<file path="src/rtl/bomb_pkg.sv">
// Shared types and constants for the bomb object stage: FSM states,
// grid geometry, palette, and a small signed helper used by the hit test.
package bomb_pkg;

  typedef enum logic [1:0] {
    IDLE      = 2'd0,
    ARMED     = 2'd1,
    EXPLODING = 2'd2,
    COOLDOWN  = 2'd3
  } bomb_state_t;

  localparam int TILE_SHIFT = 5;
  localparam int GRID_COLS  = 20;
  localparam int GRID_ROWS  = 15;
  localparam int SCREEN_W   = 640;
  localparam int SCREEN_H   = 480;

  localparam logic [7:0] BOMB_BLACK  = 8'h00;
  localparam logic [7:0] BOMB_RED    = 8'hE0;
  localparam logic [7:0] BLAST_CORE  = 8'hFC;
  localparam logic [7:0] BLAST_ARM   = 8'hF0;
  localparam logic [7:0] TRANSPARENT = 8'hFF;

  // Magnitude of a 6-bit signed tile distance; -32 never occurs on this grid.
  function automatic logic [5:0] tile_abs(input logic signed [5:0] d);
    return d[5] ? 6'(-d) : 6'(d);
  endfunction

endpackage

</file>
<file path="src/rtl/bomb_unit_if.sv">
// Bus between the game/VGA side and the bomb stage: frame timing, key,
// player position and pixel scan in; drawing request and bomb state out.
interface bomb_unit_if;

  logic        startOfFrame;
  logic        placeBomb;
  logic [10:0] playerTopLeftX;
  logic [10:0] playerTopLeftY;
  logic [10:0] pixelX;
  logic [10:0] pixelY;
  logic        bombDR;
  logic [7:0]  bombRGB;
  logic        bombActive;
  logic        explosionActive;
  logic [4:0]  bombTileX;
  logic [3:0]  bombTileY;

  // Game / video-timing side.
  modport master (
    output startOfFrame, placeBomb, playerTopLeftX, playerTopLeftY, pixelX, pixelY,
    input  bombDR, bombRGB, bombActive, explosionActive, bombTileX, bombTileY
  );

  // Bomb stage side.
  modport slave (
    input  startOfFrame, placeBomb, playerTopLeftX, playerTopLeftY, pixelX, pixelY,
    output bombDR, bombRGB, bombActive, explosionActive, bombTileX, bombTileY
  );

endinterface

</file>
<file path="src/rtl/blast_hit_test.sv">
// Combinational test of whether a pixel's tile lies on the blast cross
// centred on the bomb tile, and whether it is the centre tile itself.
// Arms are naturally clipped because pixel tiles never leave the grid.
module blast_hit_test
  import bomb_pkg::*;
(
  input  logic [4:0] pix_tile_x,
  input  logic [4:0] pix_tile_y,
  input  logic [4:0] bomb_tile_x,
  input  logic [3:0] bomb_tile_y,
  input  logic [2:0] range,
  output logic [1:0] hit
);

  logic signed [5:0] dx;
  logic signed [5:0] dy;
  logic [5:0]        adx;
  logic [5:0]        ady;
  logic [5:0]        range_ext;
  logic              same_row;
  logic              same_col;
  logic              in_cross;
  logic              is_centre;

  // Signed tile distances and the cross membership test.
  always_comb begin
    dx        = $signed({1'b0, pix_tile_x}) - $signed({1'b0, bomb_tile_x});
    dy        = $signed({1'b0, pix_tile_y}) - $signed({2'b00, bomb_tile_y});
    adx       = tile_abs(dx);
    ady       = tile_abs(dy);
    range_ext = {3'b000, range};
    same_row  = (dy == 6'sd0);
    same_col  = (dx == 6'sd0);
    in_cross  = (same_row && (adx <= range_ext)) || (same_col && (ady <= range_ext));
    is_centre = same_row && same_col;
    hit       = {in_cross, is_centre};
  end

endmodule

</file>
<file path="src/rtl/bomb_unit.sv">
// Single player bomb: captures the place-key edge, runs the fuse / blast /
// cooldown sequence on frame pulses, and answers each pixel one clock later
// with the bomb or blast drawing request and colour.
module bomb_unit
  import bomb_pkg::*;
#(
  parameter int FUSE_FRAMES     = 120,
  parameter int BLINK_FRAMES    = 30,
  parameter int EXPLODE_FRAMES  = 30,
  parameter int COOLDOWN_FRAMES = 15,
  parameter int BLAST_RANGE     = 2
) (
  input logic        clk,
  input logic        resetN,
  bomb_unit_if.slave bus
);

  localparam int MAX_LOAD_A = (FUSE_FRAMES > EXPLODE_FRAMES) ? FUSE_FRAMES : EXPLODE_FRAMES;
  localparam int MAX_LOAD   = (MAX_LOAD_A > COOLDOWN_FRAMES) ? MAX_LOAD_A : COOLDOWN_FRAMES;
  localparam int CNT_RAW    = $clog2(MAX_LOAD + 1);
  // frameCnt[3] drives the blink, so keep at least four bits.
  localparam int CNT_W      = (CNT_RAW < 4) ? 4 : CNT_RAW;

  localparam logic [CNT_W-1:0] FUSE_LOAD     = CNT_W'(FUSE_FRAMES - 1);
  localparam logic [CNT_W-1:0] EXPLODE_LOAD  = CNT_W'(EXPLODE_FRAMES - 1);
  localparam logic [CNT_W-1:0] COOLDOWN_LOAD = CNT_W'(COOLDOWN_FRAMES - 1);
  localparam logic [CNT_W-1:0] BLINK_LIMIT   = CNT_W'(BLINK_FRAMES);
  localparam logic [2:0]       RANGE         = 3'(BLAST_RANGE);

  // Tile under the player's centre, saturated to the last column/row.
  function automatic logic [4:0] centre_tile(input logic [10:0] pos, input int limit);
    logic [11:0] centre;
    logic [6:0]  t;
    centre = {1'b0, pos} + 12'd16;
    t      = centre[11:TILE_SHIFT];
    if (t > 7'(limit)) return 5'(limit);
    else               return t[4:0];
  endfunction

  bomb_state_t      state;
  logic [CNT_W-1:0] frame_cnt;
  logic             pending;
  logic             place_q;
  logic [4:0]       tile_x;
  logic [3:0]       tile_y;
  logic             bomb_active;
  logic             explosion_active;
  logic             dr_p1;
  logic [7:0]       rgb_p1;

  logic             place_edge;
  logic [4:0]       cand_x;
  logic [4:0]       cand_y_full;
  logic [3:0]       cand_y;

  assign place_edge  = bus.placeBomb & ~place_q;
  assign cand_x      = centre_tile(bus.playerTopLeftX, GRID_COLS - 1);
  assign cand_y_full = centre_tile(bus.playerTopLeftY, GRID_ROWS - 1);
  assign cand_y      = cand_y_full[3:0];

  // Key capture and the frame-stepped bomb life cycle.
  always_ff @(posedge clk or negedge resetN) begin
    if (!resetN) begin
      state            <= IDLE;
      frame_cnt        <= '0;
      pending          <= 1'b0;
      place_q          <= 1'b0;
      tile_x           <= '0;
      tile_y           <= '0;
      bomb_active      <= 1'b0;
      explosion_active <= 1'b0;
    end else begin
      place_q <= bus.placeBomb;
      case (state)
        IDLE: begin
          if (bus.startOfFrame && (pending || place_edge)) begin
            state       <= ARMED;
            frame_cnt   <= FUSE_LOAD;
            tile_x      <= cand_x;
            tile_y      <= cand_y;
            pending     <= 1'b0;
            bomb_active <= 1'b1;
          end else if (place_edge) begin
            pending <= 1'b1;
          end
        end
        ARMED: begin
          pending <= 1'b0;
          if (bus.startOfFrame) begin
            if (frame_cnt == '0) begin
              state            <= EXPLODING;
              frame_cnt        <= EXPLODE_LOAD;
              explosion_active <= 1'b1;
            end else begin
              frame_cnt <= frame_cnt - 1'b1;
            end
          end
        end
        EXPLODING: begin
          pending <= 1'b0;
          if (bus.startOfFrame) begin
            if (frame_cnt == '0) begin
              state            <= COOLDOWN;
              frame_cnt        <= COOLDOWN_LOAD;
              bomb_active      <= 1'b0;
              explosion_active <= 1'b0;
            end else begin
              frame_cnt <= frame_cnt - 1'b1;
            end
          end
        end
        COOLDOWN: begin
          pending <= 1'b0;
          if (bus.startOfFrame) begin
            if (frame_cnt == '0) state <= IDLE;
            else                 frame_cnt <= frame_cnt - 1'b1;
          end
        end
        default: state <= IDLE;
      endcase
    end
  end

  // ---- stage p0: combinational pixel evaluation ----
  logic       on_screen_p0;
  logic [4:0] pix_tile_x_p0;
  logic [4:0] pix_tile_y_p0;
  logic [4:0] off_x_p0;
  logic [4:0] off_y_p0;
  logic       in_bomb_tile_p0;
  logic       in_body_p0;
  logic       blink_p0;
  logic [1:0] hit_p0;
  logic       dr_p0;
  logic [7:0] rgb_p0;

  assign pix_tile_x_p0 = bus.pixelX[9:5];
  assign pix_tile_y_p0 = bus.pixelY[9:5];
  assign off_x_p0      = bus.pixelX[4:0];
  assign off_y_p0      = bus.pixelY[4:0];

  blast_hit_test u_hit (
    .pix_tile_x  (pix_tile_x_p0),
    .pix_tile_y  (pix_tile_y_p0),
    .bomb_tile_x (tile_x),
    .bomb_tile_y (tile_y),
    .range       (RANGE),
    .hit         (hit_p0)
  );

  // Decide draw request and colour for the current pixel.
  always_comb begin
    on_screen_p0    = (bus.pixelX < 11'(SCREEN_W)) && (bus.pixelY < 11'(SCREEN_H));
    in_bomb_tile_p0 = (pix_tile_x_p0 == tile_x) && (pix_tile_y_p0 == {1'b0, tile_y});
    in_body_p0      = (off_x_p0 >= 5'd4) && (off_x_p0 <= 5'd27) &&
                      (off_y_p0 >= 5'd4) && (off_y_p0 <= 5'd27);
    blink_p0        = (frame_cnt < BLINK_LIMIT) && frame_cnt[3];
    dr_p0           = 1'b0;
    rgb_p0          = TRANSPARENT;
    case (state)
      ARMED: begin
        if (on_screen_p0 && in_bomb_tile_p0 && in_body_p0) begin
          dr_p0  = 1'b1;
          rgb_p0 = blink_p0 ? BOMB_RED : BOMB_BLACK;
        end
      end
      EXPLODING: begin
        if (on_screen_p0 && hit_p0[1]) begin
          dr_p0  = 1'b1;
          rgb_p0 = hit_p0[0] ? BLAST_CORE : BLAST_ARM;
        end
      end
      default: begin
        dr_p0  = 1'b0;
        rgb_p0 = TRANSPARENT;
      end
    endcase
  end

  // ---- stage p1: registered drawing outputs ----
  // Register the pixel answer so it lines up with the other drawers.
  always_ff @(posedge clk or negedge resetN) begin
    if (!resetN) begin
      dr_p1  <= 1'b0;
      rgb_p1 <= TRANSPARENT;
    end else begin
      dr_p1  <= dr_p0;
      rgb_p1 <= rgb_p0;
    end
  end

  assign bus.bombDR          = dr_p1;
  assign bus.bombRGB         = rgb_p1;
  assign bus.bombActive      = bomb_active;
  assign bus.explosionActive = explosion_active;
  assign bus.bombTileX       = tile_x;
  assign bus.bombTileY       = tile_y;

endmodule

</file>
<file path="src/flat_wrapper.sv">
// flat-port wrapper written by rule: the top's interface ports become plain ports
module bomb_unit_flat import bomb_pkg::*;
#(
  parameter int FUSE_FRAMES     = 120,
  parameter int BLINK_FRAMES    = 30,
  parameter int EXPLODE_FRAMES  = 30,
  parameter int COOLDOWN_FRAMES = 15,
  parameter int BLAST_RANGE     = 2
)
  (clk, resetN, bus_startOfFrame, bus_placeBomb, bus_playerTopLeftX, bus_playerTopLeftY, bus_pixelX, bus_pixelY, bus_bombDR, bus_bombRGB, bus_bombActive, bus_explosionActive, bus_bombTileX, bus_bombTileY);
  bomb_unit_if bus_i ();
  input logic clk;
  input logic resetN;
  input wire logic [$bits(bus_i.startOfFrame)-1:0] bus_startOfFrame;
  input wire logic [$bits(bus_i.placeBomb)-1:0] bus_placeBomb;
  input wire logic [$bits(bus_i.playerTopLeftX)-1:0] bus_playerTopLeftX;
  input wire logic [$bits(bus_i.playerTopLeftY)-1:0] bus_playerTopLeftY;
  input wire logic [$bits(bus_i.pixelX)-1:0] bus_pixelX;
  input wire logic [$bits(bus_i.pixelY)-1:0] bus_pixelY;
  output wire logic [$bits(bus_i.bombDR)-1:0] bus_bombDR;
  output wire logic [$bits(bus_i.bombRGB)-1:0] bus_bombRGB;
  output wire logic [$bits(bus_i.bombActive)-1:0] bus_bombActive;
  output wire logic [$bits(bus_i.explosionActive)-1:0] bus_explosionActive;
  output wire logic [$bits(bus_i.bombTileX)-1:0] bus_bombTileX;
  output wire logic [$bits(bus_i.bombTileY)-1:0] bus_bombTileY;
  assign bus_i.startOfFrame = bus_startOfFrame;
  assign bus_i.placeBomb = bus_placeBomb;
  assign bus_i.playerTopLeftX = bus_playerTopLeftX;
  assign bus_i.playerTopLeftY = bus_playerTopLeftY;
  assign bus_i.pixelX = bus_pixelX;
  assign bus_i.pixelY = bus_pixelY;
  assign bus_bombDR = bus_i.bombDR;
  assign bus_bombRGB = bus_i.bombRGB;
  assign bus_bombActive = bus_i.bombActive;
  assign bus_explosionActive = bus_i.explosionActive;
  assign bus_bombTileX = bus_i.bombTileX;
  assign bus_bombTileY = bus_i.bombTileY;
  bomb_unit #(.FUSE_FRAMES(FUSE_FRAMES), .BLINK_FRAMES(BLINK_FRAMES), .EXPLODE_FRAMES(EXPLODE_FRAMES), .COOLDOWN_FRAMES(COOLDOWN_FRAMES), .BLAST_RANGE(BLAST_RANGE)) u_core (.clk(clk), .resetN(resetN), .bus(bus_i));
endmodule
</file>
<file path="config.mk">
export PLATFORM = sky130hd
export DESIGN_NAME = bomb_unit_flat
export DESIGN_NICKNAME = d
export VERILOG_FILES = /design/src/rtl/bomb_pkg.sv /design/src/rtl/bomb_unit_if.sv /design/src/rtl/blast_hit_test.sv /design/src/rtl/bomb_unit.sv /design/src/flat_wrapper.sv
export SDC_FILE = /design/constraint.sdc
export NUM_CORES = 1
export LEC_CHECK = 0
export BUFFER_PORTS_ARGS = -buffer_cell sky130_fd_sc_hd__clkbuf_2
export CORE_ASPECT_RATIO = 1.2
export CORE_MARGIN = 10
export CORE_UTILIZATION = 54
export DETAILED_ROUTE_END_ITERATION = 8
export GPL_TIMING_DRIVEN = 0
export PLACE_DENSITY = 0.87
export SYNTH_ARGS = -nofsm -noshare
export SYNTH_HDL_FRONTEND = slang
export SYNTH_HIERARCHICAL = 1
export SYNTH_SLANG_ARGS = --single-unit
</file>
<file path="constraint.sdc">
create_clock -name clk -period 3.8 [get_ports clk]
set_clock_uncertainty 0.05 [all_clocks]
set_input_delay 0.19 -clock clk [delete_from_list [all_inputs] [get_ports clk]]
set_output_delay 0.19 -clock clk [all_outputs]
set_load 0.03 [all_outputs]
</file>
======== Yosys cells after proc, flatten, opt, wreduce, memory -nomap -nowiden ========
Index checks and enable logic that the tools add are counted.
cells by class
  add/sub/neg operators ................... 7
  order comparisons ....................... 11
  equality and inequality tests ........... 14
  multiplexer cells ....................... 38
  bitwise operators ....................... 2
  reduce and logical (&&, ||, !) cells .... 27
operators by type and width
  operator                 count
  $mux W7                  7
  $pmux W7 S4              1
  $add A11 B5 Y12 const B  2
  $mux W8                  3
  $pmux W8 S2              1
  $mux W2                  7
  $logic_and A1 B1 Y1      13
  $le A6 B2 Y1 const B     2
  $logic_not A6 Y1         2
  $mux W6                  2
  $neg A6 Y6               2
  $lt A11 B10 Y1 const B   1
  $lt A11 B9 Y1 const B    1
  $ge A5 B3 Y1 const B     2
  $le A5 B5 Y1 const B     2
  $reduce_and A5 Y1        2
  $mux W1                  9
  $mux W4                  2
  $ne A2 B1 Y1 const B     4
  $ne A2 B2 Y1 const B     4
  $pmux W1 S2              4
  $pmux W2 S4              1
  $gt A7 B4 Y1 const B     1
  $gt A7 B5 Y1 const B     1
  other kinds (20)         23
storage, ports and cells
  register bits after elaboration ......... 31
  input port bits ......................... 48
  output and inout bits ................... 20
  word-level logic and storage cells ...... 109

======== Longest topological paths before layout ========
  depth after elaboration ................. 9
  depth in mapped cells ................... 18
  mapped depth without buffers ............ 17

======== Hierarchy ========
The synthesis kept the hierarchy.
by module, submodules not included
  module          times used  cells an instance  area each (µm²)  seq. area each (µm²)
  bomb_unit       1           209                1883.1           680.7
  blast_hit_test  1           100                729.4            0.0

======== Worst setup path before layout ========
No wires, ideal clock.
  kind .................................... register -> register
  from .................................... register u_core.tile_y[0], in the netlist u_core/bus.bombTileY[0]
  to ...................................... register u_core.rgb_p1[3], in the netlist u_core/bus.bombRGB[3]
  arrival time ............................ 3.188 ns
  required time ........................... 3.658 ns
  path slack .............................. 0.470 ns
  stages on the path, launching flop included .. 16
  cell sequence ........................... dfrtp_1 > ha_1 > inv_1 > fa_1 > inv_1 > ha_1 > mux2_2 > ha_1 > a211oi_1 > o2111ai_1 > nor4_1 > a31o_1 > buf_4 > inv_1 > o31ai_1 > nand4_1
on the way
  word-level cells in the longest chain between the ends .. 9
  elaborated cells on any way between the ends .. 18
  those cells by class .................... 2 x add/sub; 1 x order compare; 1 x eq/ne; 5 x mux; 9 x reduce/logical
ends and longest elaborated chain
  element                          line                  text
  from (decl)                      bomb_unit.sv:45       logic [3:0] tile_y;
  from (signal assigned)           bomb_unit.sv:80       tile_y <= cand_y;
  $sub A5 B4 Y6 *                  blast_hit_test.sv:28  dy = $signed({1'b0, pix_tile_y}) - $signed({2'b00, bomb_tile_y});
  $neg A6 Y6                       bomb_pkg.sv:26        return d[5] ? 6'(-d) : 6'(d);
  $mux W6                          bomb_pkg.sv:26
  $le A6 B2 Y1                     blast_hit_test.sv:34  in_cross = (same_row && (adx <= range_ext)) || (same_col && (ady <= range_ext));
  $logic_and A1 B1 Y1              blast_hit_test.sv:34
  $logic_or A1 B1 Y1 *             blast_hit_test.sv:34
  named net u_core.u_hit.in_cross  blast_hit_test.sv:22  logic in_cross;
  $logic_and A1 B1 Y1 *            bomb_unit.sv:168      if (on_screen_p0 && hit_p0[1]) begin
  $mux W8 *                        bomb_unit.sv:168
  $pmux W8 S2 *                    bomb_unit.sv:160      case (state)
  to (signal assigned)             bomb_unit.sv:188      rgb_p1 <= rgb_p0;
  to (decl)                        bomb_unit.sv:49       logic [7:0] rgb_p1;
The timed path passes the listed nets; every way through them passes the cells marked *.
A chain may end at the register's enable or synchronous reset.

======== Worst setup path in the final report ========
Same ends and word-level chain as after synthesis.

==> impl_metrics.toml <==
[final_layout]
fill_cells = 392
finish.utilization_pct = 65.53
drive_above_1_share_pct = 23.66
diodes = 0
nets = 448
final_cell_mix = "clkbuf_2 (55), inv_1 (27), nor2_1 (25), ha_1 (25), dfrtp_1 (23)"
layout_commonest_cell = "clkbuf_2"
syn2layout_area_growth_pct = 16.09

[critical_path]
crit_path_end_kind = "flop"
worstPathMaxFanout = 4
worstSetupPathType = "reg2reg"
startpoint_type = "flop"
max_stage_delay_ps = 510
worstPathRequired_ps = 3940
cp_cell_sequence = "ha_1 -> inv_1 -> fa_1 -> inv_1 -> ha_1 -> mux2_2 -> ha_1 -> a211oi_1 -> o2111ai_1 -> nor4_1 -> a31o_1 -> buf_4 -> inv_1 -> o31ai_1 -> nand4_1"
worstPathArrival_ps = 3600
crit_path_top_delay_cell = "fa_1"

[global_route]
grt_use_met2_pct = 29.12
grt_pass1_vias = 2428
gr-usage-met1_pct = 18.52
grt_usage_pct = 15.81
overflow = 0
use_met3_pct = 3.212
grt_max_degree = 28
antenna_found_initial = 0
grt.busiest_layer = "met2"
grt_pass1_wl_um = 10870

[timing]
hold_viol = 0
period_share_pct = 90.91
rsz0062_at_grt = "no"
setup_ws_ps = 345.4
relSlewSlack_pct = 56.22
drv_slew = 0
finalSetupViolCount = 0
fmax_mhz = 289.5
finalCriticalPeriod_ps = 3455
worst_slew_pin_slew_ps = 656.8
finalSetupTns_ps = 0

[drt]
drtIter0Drc = 144
wl_per_cell_um = 14.62
drt-pass1-iter-count = 5
drc = 0
viasPerCell = 5.800
via_count = 2494
ant_nets = 0
wirelength_um = 6286

[place]
dp_hpwl_um = 5172
dp_slack_ps = 353.3
place_congestion = 0.8771
io_buffers = 55

[cts]
clock_latency_ps = 270
cts_resized = 0
clock_path_buffers = 2
cts_sinks = 27
cts-root-buf = "clkbuf_8"
htreeDepth = 1
cts_tree = "yes"
cts_buffers = 3
cts.reportedPaths.clkPinSlew_ps = 90

[die]
core-area_mm2 = 0.004628
chipHeight_um = 96.20
rows = 27
die_w_um = 83.50
dieArea_mm2 = 0.008032
initial_core_util_pct = 56.45
io_pins = 68

[synth]
ys_ff_latch = 27
synth-seq-area-share_pct = 26.05
synth_edf_count = 0
ys_warn_count = 6
syn_avg_cell_area_um2 = 8.455
yosysTopAreaCell = "dfrtp_1"
syn_inst = 309
yosys.area.top_type_share_pct = 22.03
synthesis.area_mm2 = 0.002613
synthTopCellsByArea = "dfrtp_1 (22%), ha_1 (12%), xor2_1 (5.4%), a21oi_1 (4.2%), dfstp_2 (4.0%)"
async_flop_share_pct = 100.0
synthDistinctLibCells = 61
ys.flop_type = "dfrtp_1"

[power_and_ir_drop]
ir_drop_v = 0.0003841
p_per_area_mw_per_mm2 = 805.2
leakagePower_nw = 1.406

[min_path]
worstHoldPathType = "in2reg"

[run_status]
status = "finished, final reports clean"

[flow_run]
drv_cap = 0
[cell usage after synthesis (all sizes together) (4+ instances only)]
cell    number
inv         28
nor3        13
o32a         4
nand2       17
o21ai       16
a21oi       23
a31oi        5
a211oi       4
xor2        16
or2          4
and3         6
mux2         4
ha          25
nor4         5
nand4        6
buf          8
xnor2        7
nand2b       5
dfstp        4
nor2        26
dfrtp       23
nand3       21
[power breakdown]
part / leakage, nW / switching, mW / internal, mW
Clock: 0.0228 / 0.0840 / 0.0750
Combinational: 1.08 / 1.03 / 0.713
Sequential: 0.307 / 0.124 / 0.413
[registers in the layout (all words and copies together) (netlist names)]
signal                      cells
u_core/bus.bombActive           1
u_core/bus.bombDR               1
u_core/bus.bombRGB              4
u_core/bus.bombTileX            5
u_core/bus.bombTileY            4
u_core/bus.explosionActive      1
u_core/frame_cnt                7
u_core/pending                  1
u_core/place_q                  1
u_core/state                    2
[layout make-up]
type	count	area, µm²	share of cell area, %
Timing Repair Buffer	57	295.3	9.736
Buffer	11	86.33	2.847
Clock buffer	4	45.04	1.485
Inverter	28	105.1	3.465
Multi-Input combinational cell	245	1748	57.63
Tap cell	58	72.57	2.393
Sequential cell	27	680.7	22.44
[per-layer routing]
metal	vias up	wire, µm
met4	0	61
met5	-	0
met3	8	413
met1	1164	2701
li1	1235	-
met2	87	3109
[logic make-up after synthesis]
family / synth area share [%]
AND/OR/NAND/NOR: 21.98
adder cells (fa/ha/maj): 13.51
other: 0.2875
multiplexers: 2.251
buffers and inverters: 7.327
flip-flops: 26.05
XOR/XNOR: 7.711
AO/OA/AOI/OAI: 20.88
[repair_timing]
action                                 4_1_cts  5_1_grt
hold buffers                                 2        0
endpoints found under the hold margin       24        0
setup buffers                                0        0
[final timing paths]
kind	startpoint	end	slack, ps	cells after the start
setup reg to reg	u_core/bus.bombTileY[0]	u_core/bus.bombRGB[3]	350	15
setup / recovery	u_core/bus.bombTileY[0]	u_core/bus.bombRGB[3]	350	15
hold / removal	bus_startOfFrame	u_core/pending	120	2
hold reg to reg	u_core/bus.explosionActive	u_core/bus.explosionActive	450	1
max in group asynchronous	resetN	u_core/state[1]	2840	2
min in group asynchronous	resetN	u_core/place_q	430	2
[per-stage QoR]
stage	instances	hold WS (ps)	power [mW]	instance area [µm²]
final	430	120.9	2.442	3033
after global routing	430	138.3	2.695	3033
after CTS	430	113.4	2.438	3033
after detailed placement	424	208.4	2.270	2968
after global placement	424	200.7	2.208	2968
after floorplan	311	-155.6	1.886	2620
[worst max-delay path: cells and delay by family (launching register included)]
family                     cells  cell delay [ps]
buffers and inverters          4              260
adders and majority gates      4             1260
and+or+nand+nor                2              320
AOI/OAI and AO/OA              4              800
DFF                            1              430
muxes                          1              270
(Power assumes the default switching activity.)
